===== config.mk =====
export PLATFORM = sky130hd
export DESIGN_NAME = mcu_int_ctrl
export DESIGN_NICKNAME = d
export VERILOG_FILES = /design/src/rtl/mcu_int_pkg.sv /design/src/rtl/mcu_int_prio_enc.sv /design/src/rtl/mcu_int_ctrl.sv
export SDC_FILE = /design/constraint.sdc
export NUM_CORES = 1
export LEC_CHECK = 0
export ABC_CLOCK_PERIOD_IN_PS = 2300
export CAP_MARGIN = 30
export CORE_UTILIZATION = 48
export DETAILED_ROUTE_END_ITERATION = 7
export PLACE_DENSITY = 0.85
export SYNTH_ARGS = -nofsm -noshare
export SYNTH_HDL_FRONTEND = slang
export SYNTH_SLANG_ARGS = --single-unit

===== constraint.sdc =====
create_clock -name clk -period 2.3 [get_ports clk]
set_input_delay 0.46 -clock clk [delete_from_list [all_inputs] [get_ports clk]]
set_output_delay 0.46 -clock clk [all_outputs]
set_load 0.02 [all_outputs]

===== src/rtl/mcu_int_pkg.sv =====
// -----------------------------------------------------------------------------
// mcu_int_pkg
// Shared definitions for the MCU interrupt controller:
//   - state_t    : controller FSM encoding (IDLE / REQ / SERVICE)
//   - ADDR_*     : config register addresses
//   - N_SRC_MAX  : largest supported source count (bit 15 of EN is GIE)
//   - IDX_W      : width of a source index
// -----------------------------------------------------------------------------
package mcu_int_pkg;

    localparam int N_SRC_MAX = 15;
    localparam int IDX_W     = 4;
    localparam int GIE_BIT   = 15;

    localparam logic [1:0] ADDR_EN   = 2'd0;
    localparam logic [1:0] ADDR_PEND = 2'd1;
    localparam logic [1:0] ADDR_ACT  = 2'd2;
    localparam logic [1:0] ADDR_MODE = 2'd3;

    typedef enum logic [1:0] {
        ST_IDLE    = 2'd0,
        ST_REQ     = 2'd1,
        ST_SERVICE = 2'd2
    } state_t;

endpackage


===== src/rtl/mcu_int_prio_enc.sv =====
// -----------------------------------------------------------------------------
// mcu_int_prio_enc
// Combinational fixed-priority encoder, lowest set index wins.
// Ports:
//   mask  in  W      request mask
//   valid out 1      at least one bit of mask is set
//   idx   out IDX_W  index of the lowest set bit (0 when valid=0)
// -----------------------------------------------------------------------------
module mcu_int_prio_enc
    import mcu_int_pkg::*;
#(
    parameter int W = 4
) (
    input  logic [W-1:0]     mask,
    output logic             valid,
    output logic [IDX_W-1:0] idx
);

    // Scan from the top down so the last hit (lowest index) is the result.
    always_comb begin
        valid = 1'b0;
        idx   = '0;
        for (int i = W - 1; i >= 0; i--) begin
            if (mask[i]) begin
                valid = 1'b1;
                idx   = IDX_W'(i);
            end
        end
    end

endmodule


===== src/rtl/mcu_int_ctrl.sv =====
// -----------------------------------------------------------------------------
// mcu_int_ctrl
// Interrupt controller between the MCU interrupt sources and the main
// controller: edge/level detection, pending/enable/mode registers, fixed
// priority (index 0 highest), one request/vector/ack handshake, and tracking
// of the in-service source until return-from-interrupt.
//
// Build option: define INT_NEST_EN to allow a higher-priority source to
// interrupt a running handler (ACT may then hold several bits). Without it,
// no request is raised while a handler is active.
//
// Ports:
//   clk        in   1      system clock
//   rst        in   1      synchronous active-high reset
//   src_in     in   N_SRC  raw source lines; bit 0 is async (2-flop synced)
//   cfg_we     in   1      config write strobe
//   cfg_addr   in   2      register select (0 EN, 1 PEND, 2 ACT, 3 MODE)
//   cfg_wdata  in   16     config write data
//   cfg_rdata  out  16     config read data, combinational from cfg_addr
//   int_req    out  1      interrupt request
//   int_vec    out  8      handler ROM address, valid while int_req=1
//   int_ack    in   1      controller accepted the request (pulse)
//   int_done   in   1      controller executed return-from-interrupt (pulse)
//   int_active out  1      a handler is in service
//   fsm_state  out  2      debug view of the controller FSM
//
// Handshake: int_req rises one cycle after a source becomes eligible, with
// int_vec registered alongside and frozen while int_req=1. The request is
// consumed by an int_ack pulse in any cycle where int_req=1 and the winning
// source is still enabled; int_req is low the following cycle. If the winner
// loses its enable while requesting, int_req drops and a later ack is ignored.
// -----------------------------------------------------------------------------
module mcu_int_ctrl
    import mcu_int_pkg::*;
#(
    parameter int         N_SRC      = 4,     // at most N_SRC_MAX
    parameter logic [7:0] VEC_BASE   = 8'h04,
    parameter logic [7:0] VEC_STRIDE = 8'h04
) (
    input  logic             clk,
    input  logic             rst,
    input  logic [N_SRC-1:0] src_in,
    input  logic             cfg_we,
    input  logic [1:0]       cfg_addr,
    input  logic [15:0]      cfg_wdata,
    output logic [15:0]      cfg_rdata,
    output logic             int_req,
    output logic [7:0]       int_vec,
    input  logic             int_ack,
    input  logic             int_done,
    output logic             int_active,
    output state_t           fsm_state
);

    // Registers
    logic             sync1, sync2;
    logic [N_SRC-1:0] line_prev;
    logic [N_SRC-1:0] en, pend, act, mode;
    logic             gie;
    state_t           state, state_next;
    logic [IDX_W-1:0] idx_q;
    logic [7:0]       vec_q;

    // Combinational
    logic [N_SRC-1:0] line, rise, elig;
    logic [N_SRC-1:0] req_bit, act_low_bit;
    logic [N_SRC-1:0] act_next, pend_next, pend_clr, w1c;
    logic             elig_v, act_v;
    logic [IDX_W-1:0] win_idx, act_idx;
    logic             req_live, ack_take, done_take, nest_req, load_req;
    logic [7:0]       vec_calc;
    logic             cfg_wdata_unused;

    assign cfg_wdata_unused = &{1'b0, cfg_wdata[14:N_SRC]};

    // Only the external pin is asynchronous; the others come from on-chip
    // synchronous logic and are used as-is.
    always_comb begin
        line    = src_in;
        line[0] = sync2;
    end

    assign rise = line & ~line_prev;
    assign elig = pend & en & {N_SRC{gie}};

    mcu_int_prio_enc #(.W(N_SRC)) u_elig_enc (
        .mask  (elig),
        .valid (elig_v),
        .idx   (win_idx)
    );

    mcu_int_prio_enc #(.W(N_SRC)) u_act_enc (
        .mask  (act),
        .valid (act_v),
        .idx   (act_idx)
    );

    assign req_bit     = N_SRC'(1) << idx_q;
    assign act_low_bit = N_SRC'(1) << act_idx;
    assign vec_calc    = VEC_BASE + 8'(win_idx) * VEC_STRIDE;

    // The latched winner stays "live" only while its enable and GIE hold.
    assign req_live  = ((en & req_bit) != '0) && gie;
    assign ack_take  = (state == ST_REQ) && req_live && int_ack;
    assign done_take = int_done && act_v;

    assign act_next = (act | (ack_take ? req_bit : '0))
                    & ~(done_take ? act_low_bit : '0);

    // Edge mode: a new rising edge beats any clear in the same cycle.
    // Level mode: PEND simply follows the line, clears have no effect.
    assign w1c       = (cfg_we && cfg_addr == ADDR_PEND) ? cfg_wdata[N_SRC-1:0] : '0;
    assign pend_clr  = w1c | (ack_take ? req_bit : '0);
    assign pend_next = (mode & line) | (~mode & ((pend & ~pend_clr) | rise));

`ifdef INT_NEST_EN
    assign nest_req = elig_v && act_v && (win_idx < act_idx);
`else
    assign nest_req = 1'b0;
`endif

    always_comb begin
        state_next = state;
        load_req   = 1'b0;
        case (state)
            ST_IDLE: begin
                if (elig_v) begin
                    state_next = ST_REQ;
                    load_req   = 1'b1;
                end
            end
            ST_REQ: begin
                // A withdrawn nested request falls back to the handler
                // that is still running, if any.
                if (!req_live) begin
                    state_next = (act_next != '0) ? ST_SERVICE : ST_IDLE;
                end else if (int_ack) begin
                    state_next = ST_SERVICE;
                end
            end
            ST_SERVICE: begin
                if (nest_req) begin
                    state_next = ST_REQ;
                    load_req   = 1'b1;
                end else if (act_next == '0) begin
                    state_next = ST_IDLE;
                end
            end
            default: state_next = ST_IDLE;
        endcase
    end

    always_ff @(posedge clk) begin
        if (rst) begin
            sync1     <= 1'b0;
            sync2     <= 1'b0;
            line_prev <= '0;
            en        <= '0;
            gie       <= 1'b0;
            pend      <= '0;
            act       <= '0;
            mode      <= '0;
            state     <= ST_IDLE;
            idx_q     <= '0;
            vec_q     <= '0;
        end else begin
            sync1     <= src_in[0];
            sync2     <= sync1;
            line_prev <= line;
            pend      <= pend_next;
            act       <= act_next;
            state     <= state_next;
            if (load_req) begin
                idx_q <= win_idx;
                vec_q <= vec_calc;
            end
            if (cfg_we) begin
                case (cfg_addr)
                    ADDR_EN: begin
                        en  <= cfg_wdata[N_SRC-1:0];
                        gie <= cfg_wdata[GIE_BIT];
                    end
                    ADDR_MODE: mode <= cfg_wdata[N_SRC-1:0];
                    default: ;
                endcase
            end
        end
    end

    always_comb begin
        cfg_rdata = '0;
        case (cfg_addr)
            ADDR_EN: begin
                cfg_rdata[N_SRC-1:0] = en;
                cfg_rdata[GIE_BIT]   = gie;
            end
            ADDR_PEND: cfg_rdata[N_SRC-1:0] = pend;
            ADDR_ACT:  cfg_rdata[N_SRC-1:0] = act;
            default:   cfg_rdata[N_SRC-1:0] = mode;
        endcase
    end

    assign int_req    = (state == ST_REQ);
    assign int_vec    = vec_q;
    assign int_active = act_v;
    assign fsm_state  = state;

endmodule

### Yosys cells after proc, flatten, opt, wreduce, memory -nomap -nowiden

Cells that the tools add are included.

| word-level totals | value |
|---|---|
| register bits | 37 |
| input port bits | 27 |
| output and inout port bits | 28 |

| cells by class | value |
|---|---|
| add/subtract/negate cells | 1 |
| equality and inequality tests | 8 |
| shifts and indexed selects | 2 |
| multiplexer cells | 29 |
| bitwise logic cells | 16 |
| reduce and logical (&&, ||, !) cells | 13 |

Operators with widths:

| kind | number |
|---|---|
| bitwise AND 4 bit | 8 |
| two-way mux 2 bit | 13 |
| NOT 4 bit | 4 |
| OR 4 bit | 4 |
| two-way mux 4 bit | 3 |
| case mux 4 bit (3 select lines) | 1 |
| two-way mux 1 bit | 11 |
| nonzero test 4 bit | 2 |
| << shifter 1 x 4 -> 4 bit (first input constant) | 2 |
| adder 3 x 6 -> 7 bit (first input constant) | 1 |
| == test 2 bit (second input constant) | 3 |
| case mux 2 bit (3 select lines) | 1 |
| logical AND 1 bit | 5 |
| == test 2 x 1 -> 1 bit (second input constant) | 2 |
| zero test 2 bit | 2 |
| zero test 4 bit | 1 |
| != test 2 bit (second input constant) | 2 |
| AND reduction 2 bit | 2 |
| != test 3 bit (second input constant) | 1 |
| AND reduction 3 bit | 1 |

### Depth between registers and ports, before layout

Gate-level depths: netlist (run 1).

| logic depth | value |
|---|---|
| depth in word-level cells | 13 |
| gate-level depth with buffers | 6 |
| depth with buffers taken out | 6 |

### By module

A second synthesis (run 1) with hierarchy kept.

| second synthesis, totals | value |
|---|---|
| cells, all modules | 204 |
| area, all modules | 1779.2 um2 |

By module, submodules not included:

| module | instances | cells each | area each (um2) | seq. area each (um2) |
|---|---|---|---|---|
| mcu_int_ctrl | 1 | 184 | 1671.6 | 680.7 |
| mcu_int_prio_enc | 2 | 10 | 53.8 | 0.0 |

### Worst setup path after synthesis (run 1)

OpenSTA, ideal clock, no wires.

| path | value |
|---|---|
| kind | input-to-output |
| from | in cfg_addr[1] |
| to | out cfg_rdata[0] |
| data arrival time | 1.241 ns |
| data required time | 1.840 ns |
| slack | 0.599 ns |
| cell stages on the path | 2 |
| cell sequence | buf_2 -> mux4_2 |

| on the way | value |
|---|---|
| word-level cells in the longest chain between the ends | 2 |
| elaborated cells between the ends (all ways) | 4 |
| classes of those cells | 2 x eq/ne; 1 x mux; 1 x reduce/logical |

RTL lines:

| item | RTL line | source |
|---|---|---|
| from (decl) | mcu_int_ctrl.sv:44 | `input logic [1:0] cfg_addr,` |
| == test 2 bit (tied with other cells) | mcu_int_ctrl.sv:192 | `case (cfg_addr)` |
| case mux 4 bit (3 select lines) (*) | mcu_int_ctrl.sv:192 |  |
| to (decl) | mcu_int_ctrl.sv:46 | `output logic [15:0] cfg_rdata,` |

Every way passes the cells marked *; elsewhere a longest branch is shown, timed or not.

### Final worst setup path (run 1)

| path | value |
|---|---|
| from | in cfg_addr[1] |
| to | out cfg_rdata[1] |

The elaborated chain is that of the path after synthesis.

==> metrics.md, run 1 <==
| Metric | Value |
|---|---|
| Outcome | complete, no violations |
| Cts repair resizes | 17 |
| Clock skew | 4.14 ps |
| Period utilization | 96.9% |
| Worst Path Class, Setup | in -> out |
| CP Max Fanout | 6 |
| Layout cell share with drive strength beyond 1 | 14.1% |
| Pwr Density | 549 nW/um2 |
| Post-layout net count | 225 |
| Num CTS Buffers | 5 |
| Final setup vio count | 0 |
| Vias in the first global route | 1,231 |
| Total number of vias | 1,301 |
| Critical Path Source | cfg_addr[1] |
| Clk_lat worst skew | 340 ps |
| CP Data Arrival Time | 1770 ps |
| Max Freq | 449 MHz |
| Core Region | 3050 um2 |
| Dominant synthesized flop cell | dfxtp_1 |
| Hold Vio Cnt, Final | 0 |
| Total GRT Usage | 22.1% |
| Cells after synthesis | 164 |
| Critical-path cell list | clkdlybuf4s50_1, buf_4, mux4_2, buf_2 |
| Register bit count reported by yosys | 30 |
| Crit-path slowest cell | mux4_2 |
| Die Ht | 58.8 um |
| WL final | 3360 um |
| Number of nets with antenna violations after routing | 0 |
| M1 wire length | 1400 um |
| Util after Layout | 61.3% |
| Syn Area/Cell | 9.45 um2 |
| First-pass GRT wire length | 5600 um |
| Fin area | 1870 um2 |
| GRT overflow | 0 |
| Clock Sink Count | 30 |
| Worst flop-to-flop path startpoint | fsm_state[1] |
| CTS max path bufs | 2 |
| Largest family of logic cells by synthesized area | simple AND/OR/NAND/NOR gates |
| Routed length on met2 | 1620 um |
| Initial DRC count | 95 |
| Rows | 20 |
| Worst path max stage delay | 510 ps |
| # diodes | 0 |
| Ys async rst share | 0% |
| P&R area growth vs syn | 20.7% |
| Clock slew at reported path FFs | 100 ps |
| Die footprint | 3460 um2 |
| Final setup margin | 70.6 ps |
| Yosys cell types | 35 |
| Max Used Layer | met4 |
| Post-Place Cell Area | 1830 um2 |
| Root Buffer | clkbuf_4 |
| Tmin final | 2230 ps |
| Synth Area in XOR/XNOR | 0% |
| Port Buffer Count | 27 |
| Number of flops mapped to enable cells by yosys | 0 |
| Synth warn | 0 |
| Synth Area in Compound Gates | 12.7% |
| Metal3 WL | 246 um |
| Worst vdd ir | 0.350 mV |
| Worst path top cell family by delay | buffers and inverters |
| Synth Area in Simple Gates | 21.8% |
| Drt drc | 0 |
| HP Class | reg -> reg |
| Commonest non-fill, non-tap cell in the layout | dfxtp_1 |
| Post-CTS Hold Fix Bufs | 0 |
| Cell area after synthesis | 1550 um2 |
| Num ports | 55 |
| Unrepaired setup endpoints after global routing | no |
| WP data required | 1840 ps |
| Max-cap viol count | 0 |
| Commonest cells after routing, fill and taps aside | dfxtp_1, clkdlybuf4s50_1, nor2_1, conb_1, mux2i_1 |
| Post-detail-place hpwl | 2510 um |
| CTS tree | built |
| Final GP Congestion | 0.863 |
| Post-synthesis mux area share | 15.0% |
| Pins Over Slew Limit | 0 |
| WL/cell | 13.9 um |
| Placement Setup Slack | -309 ps |
| Starting Density | 50.8% |
| Postcts setup bufs | 0 |
| Hold_ws | 455 ps |
| Worst path buffer plus inverter count | 3 |
| Startpoint Class | primary input |
| Antenna violations before repair | 0 |
| Largest net degree at the start of global routing | 16 |
| Vias/cell | 5.38 |
| CP endpoint kind | output port |
| Die width | 58.8 um |
| DRT Pass-1 Iters | 5 |
| Clock H-tree levels | 2 |
| Adder-Cell Fraction of Synth Area | 0.807% |
| Register area share after synthesis | 38.7% |
| Cell leakage power | 0.754 nW |
| HP Start | sync1 |
worst register-to-register path: stages (launching register included):
cell      delay (ps)
dfxtp_1          350
nor2_1           360
o211ai_2         260
or3b_1           410
and3_1           180
path summary, 6_finish.rpt:
| kind | end | slack [ps] | depth (start not counted) |
|---|---|---|---|
| max reg2reg | int_vec[2] | 630 | 4 |
| min reg2reg | sync2 | 460 | 1 |
| max | cfg_rdata[1] | 70 | 4 |
| min | sync2 | 460 | 1 |
sequential cells by signal, summed over array words and instances, names as in the netlist, 2 cells and up:
register and cells:
idx_q 2, mode 4, en 4, act 4, line_prev 4, pend 4
fsm_state 2, int_vec 3
area by class of cell:
cell class,count,area [um2]
sequential,30,601
tap,44,55.1
multi-input combinational,123,840
inverter,3,11.3
clock buffer,6,51.3
fill,285,1180
timing repair buffer,34,302
clock inverter,2,12.5
power by group:
group	switching [mW]	internal [mW]	leakage [nW]
Clock	0.194	0.147	0.0343
Sequential	0.0152	0.536	0.245
Combinational	0.0723	0.0636	0.475
kinds of logic after synthesis:
logic type      after synthesis
compound gates               27
simple gates                 62
flops                        30
buf+inv                      26
mux                          17
other cells                   1
fa+ha+maj                     1
through the flow:
stage / setup TNS, ps / cells / power (mW)
6_report: 0 / 242 / 1.03
5_1_grt: 0 / 242 / 1.07
4_1_cts: 0 / 242 / 1.03
3_5_place_dp: -1300 / 234 / 0.701
3_3_place_gp: -1240 / 234 / 0.695
2_1_floorplan: 0 / 179 / 0.664
cells in the mapped netlist, types with 4 or more instances:
cell type	count	area (um2)
clkbuf_1	5	18.8
a22o_1	5	43.8
buf_4	16	120
nor2_1	20	75.1
mux2i_1	12	120
dfxtp_1	30	601
mux4_2	5	113
o21ai_0	4	20.0
nand2_1	10	37.5
nand2b_1	6	37.5
a21oi_1	8	40.0
nor2b_1	10	62.6
metal layers:
| layer | GRT usage [%] | vias to the layer above |
|---|---|---|
| li1 | - | 621 |
| met1 | 26.1 | 599 |
| met2 | 37.0 | 71 |
| met3 | 6.59 | 10 |
| met4 | 9.52 | 0 |
| met5 | 0 | - |
(Power assumes the default switching activity.)
==> run 2, diff against run 1 <==
--- a/config.mk
+++ b/config.mk
@@ -7,9 +7,9 @@
 export LEC_CHECK = 0
 export ABC_CLOCK_PERIOD_IN_PS = 2300
 export CAP_MARGIN = 30
-export CORE_UTILIZATION = 48
+export CORE_UTILIZATION = 35
 export DETAILED_ROUTE_END_ITERATION = 7
-export PLACE_DENSITY = 0.85
+export MAX_ROUTING_LAYER = met4
 export SYNTH_ARGS = -nofsm -noshare
 export SYNTH_HDL_FRONTEND = slang
 export SYNTH_SLANG_ARGS = --single-unit
==> run 2 against run 1 <==
  * Flip-flop and latch count did not move
  * Clock skew barely moved
  * First-iteration DRC count fell by 36%
  * Worst setup slack got worse by 9.8 ps
  * Register-to-register slack got worse by 140 ps
  * Non-clock buffer count fell by 1
  * Critical path depth did not move
  * Clock power rose by 45%
  * Total power rose by 15%
  * Largest cell class unchanged
==> metrics.md, run 2 (synthesis gave the netlist of run 1 again) <==
| Metric | Value |
|---|---|
| Die footprint | 4700 um2 (was 3460 um2) |
| Power Internal | 901 uW (was 746 uW) |
| Max-cap viol count | 0 (unchanged) |
| Pins Over Slew Limit | 0 (unchanged) |
| Die width | 68.6 um (was 58.8 um) |
| Initial DRC count | 61 (was 95) |
| Final Non-Filler Cells | 247 (was 242) |
| Worst vdd ir | 0.410 mV (was 0.350 mV) |
| # placed instances | 239 (was 234) |
| CP endpoint kind | output port (unchanged) |
| WP data required | 1840 ps (about the same) |
| Startpoint Class | primary input (unchanged) |
| P&R area growth vs syn | 23.7% (was 20.7%) |
| Combinational share of power | 11.3% (was 13.2%) |
| Number of nets with antenna violations after routing | 0 (unchanged) |
| Num CTS Buffers | 5 (unchanged) |
| Hold Vio Cnt, Final | 0 (unchanged) |
| Final setup vio count | 0 (unchanged) |
| Max Freq | 447 MHz (was 449 MHz) |
| Starting Density | 37.7% (was 50.8%) |
| WL/cell | 13.1 um (was 13.9 um) |
| Clock skew | 3.84 ps (was 4.14 ps) |
| Vias in the first global route | 1,143 (was 1,231) |
| Rows | 23 (was 20) |
| WL final | 3240 um (was 3360 um) |
| Clock slew at reported path FFs | 60 ps (was 100 ps) |
| Post-layout net count | 224 (was 225) |
| Postcts setup bufs | 0 (unchanged) |
| Clk network pwr share | 42.0% (was 33.1%) |
| CTS max path bufs | 2 (unchanged) |
| Worst slew pin tran | 637 ps |
| Sequential share of power | 46.7% (was 53.6%) |
| # diodes | 0 (unchanged) |
| Largest net degree at the start of global routing | 18 (was 16) |
| Clock H-tree levels | 2 (unchanged) |
| Setup tns final | 0 ps (unchanged) |
| Layout cell share with drive strength beyond 1 | 13.7% (was 14.1%) |
| Unrepaired setup endpoints after global routing | no (unchanged) |
| Sw Pwr | 278 uW (was 281 uW) |
| Total GRT Usage | 15.9% (was 22.1%) |
| Cell leakage power | 0.773 nW (was 0.754 nW) |
| Total number of vias | 1,235 (was 1,301) |
| Outcome | complete, no violations (unchanged) |
| Clock Sink Count | 30 (unchanged) |
| Antenna violations before repair | 0 (unchanged) |
| Power Total | 1.18 mW (was 1.03 mW) |
| Hold_ws | 442 ps (was 455 ps) |
| CTS tree | built (unchanged) |
| GRT overflow | 0 (unchanged) |
| Core Region | 4120 um2 (was 3050 um2) |
| Vias/cell | 5.00 (was 5.38) |
| Root Buffer | clkbuf_8 (was clkbuf_4) |
| Worst Path Class, Setup | in -> out (unchanged) |
| Relative slew slack | 56.9% |
| Num ports | 55 (unchanged) |
| CP Data Arrival Time | 1780 ps (was 1770 ps) |
| DRT Pass-1 Iters | 4 (was 5) |
| Period utilization | 97.4% (was 96.9%) |
| CP Max Fanout | 7 (was 6) |
| Port Buffer Count | 27 (unchanged) |
| Post-detail-place hpwl | 2470 um (was 2510 um) |
| Util after Layout | 46.6% (was 61.3%) |
| Final GP Congestion | 0.786 (was 0.863) |
| First-pass GRT wire length | 5260 um (was 5600 um) |
| HP Class | reg -> reg (unchanged) |
| Clk_lat worst skew | 280 ps (was 340 ps) |
| Switching Fraction | 23.6% (was 27.4%) |
| Drt drc | 0 (unchanged) |
| Die Ht | 68.6 um (was 58.8 um) |
| Pwr Density | 615 nW/um2 (was 549 nW/um2) |
| Tmin final | 2240 ps (was 2230 ps) |
| Post-CTS Hold Fix Bufs | 0 (unchanged) |
| Commonest non-fill, non-tap cell in the layout | dfxtp_1 (unchanged) |
| Commonest cells after routing, fill and taps aside | dfxtp_1, clkdlybuf4s50_1, nor2_1, conb_1, mux2i_1 (unchanged) |
[run 2: cell count changes in the layout (fill, tap and decap cells not counted)]
cell,delta
clkinv_2,-1
clkbuf_4,-5
clkinvlp_4,-1
buf_4,-1
clkbuf_8,+7
[run 2: routing by layer]
| layer | global-route usage (%) | part of all wire (%) | up-vias |
|---|---|---|---|
| li1 | - | - | 611 |
| met2 | 24.1 | 45 | 36 |
| met1 | 20.1 | 49 | 586 |
| met4 | 4.95 | 0.68 | 0 |
| met3 | 5.10 | 4.7 | 2 |
| met5 | - | 0 | - |
[run 2: cell type report]
class | count | area (um2)
tap | 50 | 62.6
multi-input combinational | 123 | 840
clock buffer | 8 | 110
sequential | 30 | 601
inverter | 3 | 11.3
timing repair buffer | 33 | 294
fill | 396 | 2200
[run 2: what timing repair did]
item                       in CTS  in global routing
resized for setup              17                  0
setup endpoints to repair       5                  0
hold endpoints to repair        0                  0
[run 2: path summary, 6_finish.rpt]
| check | startpoint | end | slack (ps) | depth (start not counted) |
|---|---|---|---|---|
| max reg2reg | gie | fsm_state[1] | 490 | 5 |
| min | sync1 | sync2 | 440 | 1 |
| max | cfg_addr[1] | cfg_rdata[0] | 60 | 4 |
| min reg2reg | sync1 | sync2 | 440 | 1 |
[run 2: critical path, cell delays in order]
cell and delay, ps:
clkdlybuf4s50_1 450, buf_4 160, mux4_2 520, buf_2 180
[run 2: metrics by stage]
step | cell area, um2 | setup slack [ps]
after floorplan | 1610 | 599
after global placement | 1830 | -318
after detailed placement | 1830 | -323
after CTS | 1920 | 58.7
after global routing | 1920 | 16.3
final | 1920 | 60.8
[run 2: power by group through the flow]
stage | clock network [mW] | registers [mW] | logic, mW
finish | 0.495 | 0.551 | 0.133
global route | 0.532 | 0.553 | 0.145
CTS | 0.502 | 0.550 | 0.134
detailed placement | 0 | 0.562 | 0.137
global placement | 0 | 0.561 | 0.135
floorplan | 0 | 0.558 | 0.106
